<file path="src/rtl/bcd_display_scan.sv">
// Six-digit multiplexed seven-segment scanner for the countdown timer's packed BCD word.
// Shows hh.mm.ss, optionally blanks a leading hour zero, and blinks the display while the alarm is active.
module bcd_display_scan #(
  parameter int SCAN_DIV     = 50000,
  parameter int BLINK_FRAMES = 64
) (
  input  logic        i_clock,
  input  logic        i_reset,
  input  logic [23:0] i_bcd_digits,
  input  logic        i_alarm,
  input  logic        i_blank_lz,
  output logic [6:0]  o_seg_n,
  output logic        o_dp_n,
  output logic [5:0]  o_dig_en_n
);

  localparam int PW = (SCAN_DIV > 1) ? $clog2(SCAN_DIV) : 1;
  localparam int FW = (BLINK_FRAMES > 1) ? $clog2(BLINK_FRAMES) : 1;

  logic [PW-1:0] r_presc;
  logic [2:0]    r_idx;
  logic [23:0]   r_snap;
  logic [23:0]   r_prev;
  logic          r_alm_s1;
  logic          r_alm_s2;
  logic          r_blink_on;
  logic [FW-1:0] r_frame_cnt;

  logic          w_tick;
  logic          w_wrap;
  logic [3:0]    w_nib;
  logic [6:0]    w_seg;
  logic          w_dark;
  logic          w_lz_blank;
  logic [5:0]    w_onehot_n;

  assign w_tick = (r_presc == PW'(SCAN_DIV - 1));
  assign w_wrap = w_tick && (r_idx == 3'd5);

  always_ff @(posedge i_clock or posedge i_reset) begin
    if (i_reset) begin
      r_presc <= '0;
      r_idx   <= '0;
    end else begin
      r_presc <= w_tick ? '0 : r_presc + PW'(1);
      if (w_tick) r_idx <= (r_idx == 3'd5) ? 3'd0 : r_idx + 3'd1;
    end
  end

  // Only accept a word that was stable across two clocks, so a 1 Hz update
  // landing on the wrap edge is deferred to the next frame instead of tearing.
  always_ff @(posedge i_clock or posedge i_reset) begin
    if (i_reset) begin
      r_prev <= '0;
      r_snap <= '0;
    end else begin
      r_prev <= i_bcd_digits;
      if (w_wrap && (i_bcd_digits == r_prev)) r_snap <= i_bcd_digits;
    end
  end

  always_ff @(posedge i_clock or posedge i_reset) begin
    if (i_reset) begin
      r_alm_s1    <= 1'b0;
      r_alm_s2    <= 1'b0;
      r_blink_on  <= 1'b1;
      r_frame_cnt <= '0;
    end else begin
      r_alm_s1 <= i_alarm;
      r_alm_s2 <= r_alm_s1;
      if (!r_alm_s2) begin
        r_blink_on  <= 1'b1;
        r_frame_cnt <= '0;
      end else if (w_wrap) begin
        if (r_frame_cnt == FW'(BLINK_FRAMES - 1)) begin
          r_blink_on  <= ~r_blink_on;
          r_frame_cnt <= '0;
        end else begin
          r_frame_cnt <= r_frame_cnt + FW'(1);
        end
      end
    end
  end

  always_comb begin
    w_nib = 4'd0;
    case (r_idx)
      3'd0:    w_nib = r_snap[3:0];
      3'd1:    w_nib = r_snap[7:4];
      3'd2:    w_nib = r_snap[11:8];
      3'd3:    w_nib = r_snap[15:12];
      3'd4:    w_nib = r_snap[19:16];
      3'd5:    w_nib = r_snap[23:20];
      default: w_nib = 4'd0;
    endcase
  end

  always_comb begin
    w_seg = 7'h3F;
    case (w_nib)
      4'd0:    w_seg = 7'h40;
      4'd1:    w_seg = 7'h79;
      4'd2:    w_seg = 7'h24;
      4'd3:    w_seg = 7'h30;
      4'd4:    w_seg = 7'h19;
      4'd5:    w_seg = 7'h12;
      4'd6:    w_seg = 7'h02;
      4'd7:    w_seg = 7'h78;
      4'd8:    w_seg = 7'h00;
      4'd9:    w_seg = 7'h10;
      default: w_seg = 7'h3F;
    endcase
  end

  // Gating with the synced alarm lets the display come back the edge after
  // the alarm drops, without waiting for blink_on to catch up.
  assign w_dark     = ~r_blink_on & r_alm_s2;
  assign w_lz_blank = (r_idx == 3'd5) & i_blank_lz & (r_snap[23:20] == 4'd0);
  assign w_onehot_n = ~(6'b000001 << r_idx);

  always_ff @(posedge i_clock or posedge i_reset) begin
    if (i_reset) begin
      o_seg_n    <= 7'h7F;
      o_dp_n     <= 1'b1;
      o_dig_en_n <= 6'h3F;
    end else if (w_lz_blank) begin
      o_seg_n    <= 7'h7F;
      o_dp_n     <= 1'b1;
      o_dig_en_n <= 6'h3F;
    end else begin
      o_seg_n    <= w_seg;
      o_dp_n     <= ~((r_idx == 3'd2) | (r_idx == 3'd4));
      o_dig_en_n <= ((r_presc == '0) | w_dark) ? 6'h3F : w_onehot_n;
    end
  end

endmodule

</file>
<file path="config.mk">
export PLATFORM = sky130hd
export DESIGN_NAME = bcd_display_scan
export DESIGN_NICKNAME = d
export VERILOG_FILES = /design/src/rtl/bcd_display_scan.sv
export SDC_FILE = /design/constraint.sdc
export NUM_CORES = 1
export LEC_CHECK = 0
export ABC_AREA = 1
export BUFFER_PORTS_ARGS = -buffer_cell sky130_fd_sc_hd__buf_4
export CORE_UTILIZATION = 45
export CTS_CLUSTER_SIZE = 14
export DETAILED_ROUTE_END_ITERATION = 12
export GPL_TIMING_DRIVEN = 0
export HOLD_SLACK_MARGIN = 0.08
export PLACE_DENSITY = 0.74
export REMOVE_ABC_BUFFERS = 1
export SLEW_MARGIN = 0
export SYNTH_ARGS = -nofsm -noshare
export SYNTH_HDL_FRONTEND = slang
export SYNTH_SLANG_ARGS = --single-unit
</file>
<file path="constraint.sdc">
create_clock -name i_clock -period 2.6 [get_ports i_clock]
set_input_delay 0.52 -clock i_clock [delete_from_list [all_inputs] [get_ports i_clock]]
set_output_delay 0.52 -clock i_clock [all_outputs]
set_load 0.1 [all_outputs]
</file>
==> reports/summary.txt, run 1 <==
Max-Cap Viols - 0
DRT Pass-1 Iters - 4
DR vias/cell - 4.93
Worst-path cell chain - inv_2 -> ha_1 -> nand2_1 -> nand4_1 -> nor2_1 -> inv_1 -> ha_1 -> inv_1 -> nand3_1 -> nand3_1 -> nand3_1
Status - finished clean
Req. time, crit path - 2.87 ns
Worst setup path startpoint - r_idx[2]
Crit-path max cell delay - 0.60 ns
Final setup vio count - 0
Gr ovfl total - 0
Area growth from synthesis to layout - 15.0%
Clock Sinks - 90
Worst-case clock buffer depth - 2
Crit Path Class - flip-flop to flip-flop
CP startpoint kind - flip-flop
CP top delay family - simple AND/OR/NAND/NOR gates
Final #Nets - 594
Finished Core Util - 53.9%
Crit-path max FO - 13
Worst-margin pin slew - 0.981 ns
Via count - 3399
Worst EP arrival - 2.61 ns
Peak supply drop - 422 uV
CP Capture Type - flip-flop
CTS Buf Count - 9
Routed WL - 8380 um
Flop and latch count out of synthesis - 90
Max Fclk - 0.428 GHz
Post-CTS setup repair buffer count - 0
Most common cell after layout, fill and taps aside - nand2_1
# fillers - 879
Hold crit path type - primary input to async pin
# hold bufs at CTS - 0
Synth Cell Area - 4350 um^2
CP endpoint - o_seg_n[0]
Final antenna-violating net count - 0
DRC - 0
CTS H-tree lvls - 3
Vias in the first global route - 3320
Die W - 100 um
NetSw - 0.571 mW
Flop pwr share - 54.5%
Slew Limit Headroom - 34.6%
Sequential element share of the synthesized area - 52.2%
WP depth - 11
Clock root buffer - clkbuf_8
Final Hold Violating Endpoints - 0
TritonCTS clock tree - yes
Fin crit share - 89.9%
Row count - 35
Post-synth cell types - 34
Share of cells above drive strength 1 - 15.3%
PortBufs - 41
Die Y - 100 um
Depth of the worst register-to-register path - 11
Total core area - 9280 um^2
Overall Power - 2.66 mW
Post-Syn Area per Cell - 8.45 um^2
Die ar. - 10100 um^2
Largest net degree at the start of global routing - 71
Initial antenna violation count - 0
Pint - 2.08 mW
GP Congestion - 0.890
Most frequent cells in the layout - 147 x nand2_1, 75 x dfrtp_1, 60 x inv_1, 60 x nand3_1, 48 x nor2_1
Sw Ratio - 21.5%
Diodes inserted - 0
Initial drt markers - 156
Lkg Pwr - 2.58 nW
Mapped Cells - 515
Most frequent CP cell - nand3_1
Clock power frac - 39.6%
FF-to-FF setup slack - 0.26 ns
Terminus of the critical flop-to-flop path - o_seg_n[0]
First-pass GRT wire length - 14900 um
Setup TNS - 0 ns
Power per cell area - 530 nW/um^2
Fin. max-slew vios - 0
Unrepaired setup endpoints after global routing - false
Clk_skew - 0.00851 ns
Top-Level Pins - 42
Skew-Pair Late Insertion Delay - 0.36 ns
Comb pwr share - 5.9%
Yosys warns - 0
Post-cts resize count - 0
Dpl hpwl - 6220 um
Critical R2R Launch - r_idx[2]
Tot GR Track Use - 18.8%
Worst-path clk slew - 0.08 ns
Starting Density - 46.9%
Final min period - 2.34 ns
Slowest CP cell - dfrtp_1
Bufs and invs on worst path - 3
Routed length per instance - 12.1 um
[per-layer routing]
layer	wire (um)	part of all wire, %	GRT usage [%]
met1	3800	45	23.7
met2	4060	49	31.7
met3	408	4.9	4.87
met4	104	1.2	5.80
met5	0	0	0
[metrics by stage]
| stage | hold slack [ns] | setup WS, ns | instance area (um^2) | instances |
|---|---|---|---|---|
| after floorplan | 0.331 | -0.230 | 4280 | 504 |
| after global placement | 0.335 | -1.16 | 4750 | 674 |
| after detailed placement | 0.339 | 0.0528 | 4780 | 675 |
| after CTS | 0.108 | 0.303 | 5010 | 690 |
| after global routing | 0.116 | 0.0735 | 5010 | 690 |
| final | 0.104 | 0.262 | 5010 | 690 |
[how the worst min path moves through the flow]
stage | startpoint | endpoint | slack (ns) | depth (start not counted)
after floorplan | r_alm_s1 | r_alm_s2 | 0.33 | 0
after global placement | r_alm_s1 | r_alm_s2 | 0.34 | 0
after detailed placement | r_alm_s1 | r_alm_s2 | 0.34 | 0
after CTS | i_reset | r_prev[23] | 0.11 | 2
after global routing | i_reset | r_prev[23] | 0.12 | 2
final | i_reset | r_prev[0] | 0.10 | 2
[logic make-up after synthesis]
family | share of synthesized area [%]
XOR/XNOR | 5.03
adder cells (fa/ha/maj) | 2.59
flip-flops | 52.2
AO/OA/AOI/OAI | 2.50
buffers and inverters | 7.24
AND/OR/NAND/NOR | 30.5
[state kept, by name (all words and copies together) (netlist names)]
signal	cells
r_presc	16
r_prev	24
r_snap	24
r_alm_s1	1
r_blink_on	1
o_dp_n	1
r_alm_s2	1
r_frame_cnt	6
r_idx	3
o_seg_n	7
o_dig_en_n	6
[final cells by class]
cell class	count	area, um^2	share of cell area, %
Clock buffer	11	151	3.02
Clock inverter	4	75.1	1.50
Inverter	65	246	4.92
Multi-Input combinational cell	349	1770	35.3
Sequential cell	90	2270	45.4
Tap cell	129	161	3.22
Timing Repair Buffer	42	335	6.70
[synthesized netlist by cell type, drive strengths merged]
cell type / instances / area, um^2
inv: 65 / 244
o21bai: 1 / 7.51
dfstp: 15 / 394
o22ai: 1 / 6.26
and2: 1 / 6.26
clkbuf: 1 / 3.75
xnor2: 17 / 149
o211a: 1 / 10.0
nand4: 18 / 113
a21boi: 1 / 7.51
buf: 10 / 67.6
a31oi: 1 / 6.26
nand3b: 3 / 22.5
nand3: 61 / 318
nor2: 52 / 219
nor4: 2 / 12.5
nand2: 149 / 569
nor3: 11 / 66.3
ha: 9 / 113
o31ai: 1 / 7.51
xor2: 8 / 70.1
dfrtp: 75 / 1880
a21oi: 3 / 15.0
o21ai: 9 / 48.8
[power groups by stage]
stage | sequential, mW | clock [mW] | combinational [mW]
2_1_floorplan | 1.48 | 0 | 0.0806
3_3_place_gp | 1.47 | 0 | 0.150
3_5_place_dp | 1.47 | 0 | 0.162
4_1_cts | 1.45 | 1.07 | 0.162
5_1_grt | 1.45 | 1.13 | 0.182
6_report | 1.45 | 1.05 | 0.158
Note: power is estimated with default switching activity, not from simulation.
==> inputs of run 2 (changes only) <==
Settings changed: CORE_UTILIZATION 45 to 50, PLACE_DENSITY 0.74 to 0.8.
==> reports/summary.txt, run 2 (synthesis gave the netlist of run 1 again) <==
Status - finished clean
Routed WL - 8210 um
FF/Latch Area - 2270 um^2
CP startpoint kind - flip-flop
Final min period - 2.33 ns
Post-CTS setup repair buffer count - 0
Worst-path cell chain - inv_2 -> ha_1 -> nand2_1 -> nand4_1 -> nor2_1 -> inv_1 -> ha_1 -> inv_1 -> nand3_1 -> nand3_1 -> nand3_1
Tot GR Track Use - 20.2%
Routed length per instance - 12.3 um
Clk_skew - 0.0103 ns
Initial antenna violation count - 0
Starting Density - 52.2%
Crit Path Class - flip-flop to flip-flop
# fillers - 725
Total core area - 8340 um^2
Skew-Pair Late Insertion Delay - 0.35 ns
Dpl hpwl - 6080 um
First-pass GRT wire length - 14100 um
DRC - 0
Via count - 3444
Die W - 95.3 um
DR vias/cell - 5.18
Setup TNS - 0 ns
Share of cells above drive strength 1 - 15.0%
Crit-path max cell delay - 0.60 ns
Final #Nets - 594
PortBufs - 41
Largest net degree at the start of global routing - 55
Fin. max-slew vios - 0
Vias in the first global route - 3195
Most frequent CP cell - nand3_1
# hold bufs at CTS - 0
Final antenna-violating net count - 0
Diodes inserted - 0
Slew Limit Headroom - 39.0%
Power per cell area - 513 nW/um^2
Area growth from synthesis to layout - 13.6%
Final setup vio count - 0
Worst-path clk slew - 0.08 ns
Clock Sinks - 90
CTS Buf Count - 9
Crit-path max FO - 13
Lkg Pwr - 2.57 nW
Gr ovfl total - 0
Top Registers - r_prev x24, r_snap x24, r_presc x16
TritonCTS clock tree - yes
Post-cts resize count - 0
Req. time, crit path - 2.85 ns
Hold slack - 0.174 ns
Multi-input gate area - 1770 um^2
Clock root buffer - clkbuf_8
Initial drt markers - 162
Critical R2R Launch - r_idx[2]
Peak supply drop - 388 uV
Max-Cap Viols - 0
Max Fclk - 0.430 GHz
Worst-case clock buffer depth - 2
Final Hold Violating Endpoints - 0
Hold crit path type - primary input to async pin
Most frequent cells in the layout - 147 x nand2_1, 75 x dfrtp_1, 60 x inv_1, 60 x nand3_1, 48 x nor2_1
Top-Level Pins - 42
Worst EP arrival - 2.58 ns
CP Capture Type - flip-flop
Worst-margin pin slew - 0.914 ns
Worst setup path startpoint - r_idx[2]
Final instance area - 4940 um^2
Most common cell after layout, fill and taps aside - nand2_1
Unrepaired setup endpoints after global routing - false
Die Y - 95.3 um
Row count - 33
Fin crit share - 89.5%
GP Congestion - 0.876
DP Area - 4750 um^2
CTS H-tree lvls - 3
Slowest CP cell - dfrtp_1
Die ar. - 9080 um^2
DRT Pass-1 Iters - 5
run 2: metal layers:
metal / wire length (um) / part of all wire, % / vias to the layer above / global-route usage, %
met2: 4040 / 49 / 105 / 33.1
met3: 427 / 5.2 / 14 / 5.26
met4: 113 / 1.4 / 0 / 6.19
li1: - / - / 1714 / -
met1: 3630 / 44 / 1611 / 26.4
met5: 0 / 0 / - / 0
run 2: cell type report:
class | instances | share of cell area [%]
tap | 105 | 2.66
inverter | 65 | 4.99
clock buffer | 12 | 3.14
clock inverter | 2 | 0.759
timing repair buffer | 42 | 6.78
sequential | 90 | 45.9
multi-input combinational | 349 | 35.7
run 2: per-stage QoR:
stage	power [mW]	setup WS [ns]	util [%]	instances
finish	2.53	0.273	59.3	665
global route	2.65	0.105	59.3	665
CTS	2.57	0.300	59.3	665
detailed placement	1.64	0.161	57.0	651
global placement	1.62	-1.15	56.6	650
floorplan	1.56	-0.230	-	504
run 2: final timing paths:
| kind | depth (start not counted) | to | slack (ns) |
|---|---|---|---|
| max reg2reg | 11 | o_seg_n[0] | 0.27 |
| min reg2reg | 0 | r_alm_s2 | 0.35 |
| min in group i_clock | 1 | r_alm_s1 | 0.28 |
| min | 2 | r_presc[0] | 0.17 |
| max in group asynchronous | 3 | r_snap[8] | 1.82 |
| max | 11 | o_seg_n[0] | 0.27 |
run 2: worst max-delay path: cells and delay by family, from the launching register on:
kind,cells,cell delay [ns]
buf+inv,3,0.32
simple gates,6,0.80
fa+ha+maj,2,0.50
flops,1,0.60
run 2: power by group:
part           total [mW]  internal (mW)  switching (mW)
Sequential           1.45           1.43          0.0177
Combinational       0.157         0.0668          0.0906
Clock               0.929          0.487           0.442
Total                2.53           1.98           0.551
==> inputs of run 3 (changes only) <==
Settings changed: MAX_ROUTING_LAYER set to met4.
==> reports/summary.txt, run 3 (synthesis gave the netlist of run 1 again) <==
Status - finished clean
Tot GR Track Use - 21.3%
Finished Core Util - 59.0%
Clock Sinks - 90
CP startpoint kind - flip-flop
Fin. max-slew vios - 0
CTS H-tree lvls - 3
Skew-Pair Late Insertion Delay - 0.35 ns
Crit Path Class - flip-flop to flip-flop
Slowest CP cell - dfrtp_1
Final #Nets - 594
Row count - 33
CP Capture Type - flip-flop
Req. time, crit path - 2.85 ns
Worst-case clock buffer depth - 2
Bufs and invs on worst path - 3
Power per cell area - 495 nW/um^2
Max Fclk - 0.421 GHz
First-pass GRT wire length - 14500 um
Share of cells above drive strength 1 - 14.6%
WP depth - 11
Die ar. - 9080 um^2
Post-cts resize count - 0
Routed length per instance - 12.4 um
Total core area - 8340 um^2
Final instance area - 4920 um^2
Vias in the first global route - 3295
Initial drt markers - 182
Worst-path cell chain - inv_2 -> ha_1 -> nand2_1 -> nand4_1 -> nor2_1 -> inv_1 -> ha_1 -> inv_1 -> nand3_1 -> nand3_1 -> nand3_1
Largest net degree at the start of global routing - 48
Routed WL - 8300 um
TritonCTS clock tree - yes
Most common cell after layout, fill and taps aside - nand2_1
Area growth from synthesis to layout - 13.0%
Worst-margin pin slew - 0.978 ns
Fin crit share - 91.3%
Gr ovfl total - 0
Depth of the worst register-to-register path - 11
# fillers - 746
Most frequent CP cell - nand3_1
PortBufs - 41
Final Hold Violating Endpoints - 0
# hold bufs at CTS - 0
Crit-path max cell delay - 0.61 ns
DR vias/cell - 5.16
Unrepaired setup endpoints after global routing - false
Worst setup path startpoint - r_idx[2]
DP Area - 4750 um^2
Starting Density - 52.2%
Initial antenna violation count - 0
Crit-path max FO - 13
Slew Limit Headroom - 34.7%
Lkg Pwr - 2.56 nW
CP top delay family - simple AND/OR/NAND/NOR gates
Diodes inserted - 0
DRC - 0
DRT Pass-1 Iters - 5
Worst-path clk slew - 0.08 ns
Die W - 95.3 um
Overall Power - 2.44 mW
Most frequent cells in the layout - 147 x nand2_1, 75 x dfrtp_1, 60 x inv_1, 60 x nand3_1, 48 x nor2_1
Clk_skew - 0.00751 ns
Top-Level Pins - 42
Worst EP arrival - 2.63 ns
Post-CTS setup repair buffer count - 0
Die Y - 95.3 um
Final setup vio count - 0
GP Congestion - 0.869
Hold crit path type - primary input to async pin
Final min period - 2.37 ns
Critical R2R Launch - r_idx[2]
Fin cells - 667
Peak supply drop - 422 uV
Top Registers - r_prev x24, r_snap x24, r_presc x16
CTS Buf Count - 9
Max-Cap Viols - 0
Via count - 3439
Final antenna-violating net count - 0
Dpl hpwl - 6140 um
Clock root buffer - clkbuf_8
# placed instances - 651
## run 3: path summary, 6_finish.rpt
kind                       slack (ns)       endpoint
max in group asynchronous        1.70  o_dig_en_n[2]
min in group i_clock             0.28       r_alm_s1
min                              0.22      r_prev[0]
max reg2reg                      0.23     o_seg_n[0]
min reg2reg                      0.35       r_alm_s2
max                              0.23     o_seg_n[0]
## run 3: layer usage
| metal | up-vias | track usage [%] | wire length (um) |
|---|---|---|---|
| met5 | - | - | 0 |
| met3 | 15 | 4.70 | 359 |
| met2 | 101 | 34.2 | 4100 |
| met4 | 0 | 8.59 | 131 |
| li1 | 1716 | - | - |
| met1 | 1607 | 26.2 | 3710 |
## run 3: through the flow
stage	hold slack (ns)	setup WS (ns)	TNS, ns
floorplan	0.331	-0.230	-17.28
global placement	0.333	-1.14	-89.80
detailed placement	0.336	0.108	0
CTS	0.230	0.287	0
global route	0.255	0.0850	0
finish	0.224	0.225	0
## run 3: power breakdown
part           internal [mW]  total [mW]  switching, mW
sequential              1.43        1.45         0.0179
combinational         0.0667       0.158         0.0916
clock                  0.403       0.831          0.428
## run 3: final cells by class
class | instances | area [um^2] | share of cell area [%]
Timing Repair Buffer | 42 | 335 | 6.81
Inverter | 65 | 246 | 5.01
Multi-Input combinational cell | 349 | 1770 | 35.9
Tap cell | 105 | 131 | 2.67
Sequential cell | 90 | 2270 | 46.1
Clock buffer | 16 | 170 | 3.46
## run 3: worst reg2reg max path: cells and delay by family, from the launching register on
| kind | cells | cell delay, ns |
|---|---|---|
| adders and majority gates | 2 | 0.51 |
| DFF | 1 | 0.61 |
| buffers and inverters | 3 | 0.35 |
| and+or+nand+nor | 6 | 0.82 |
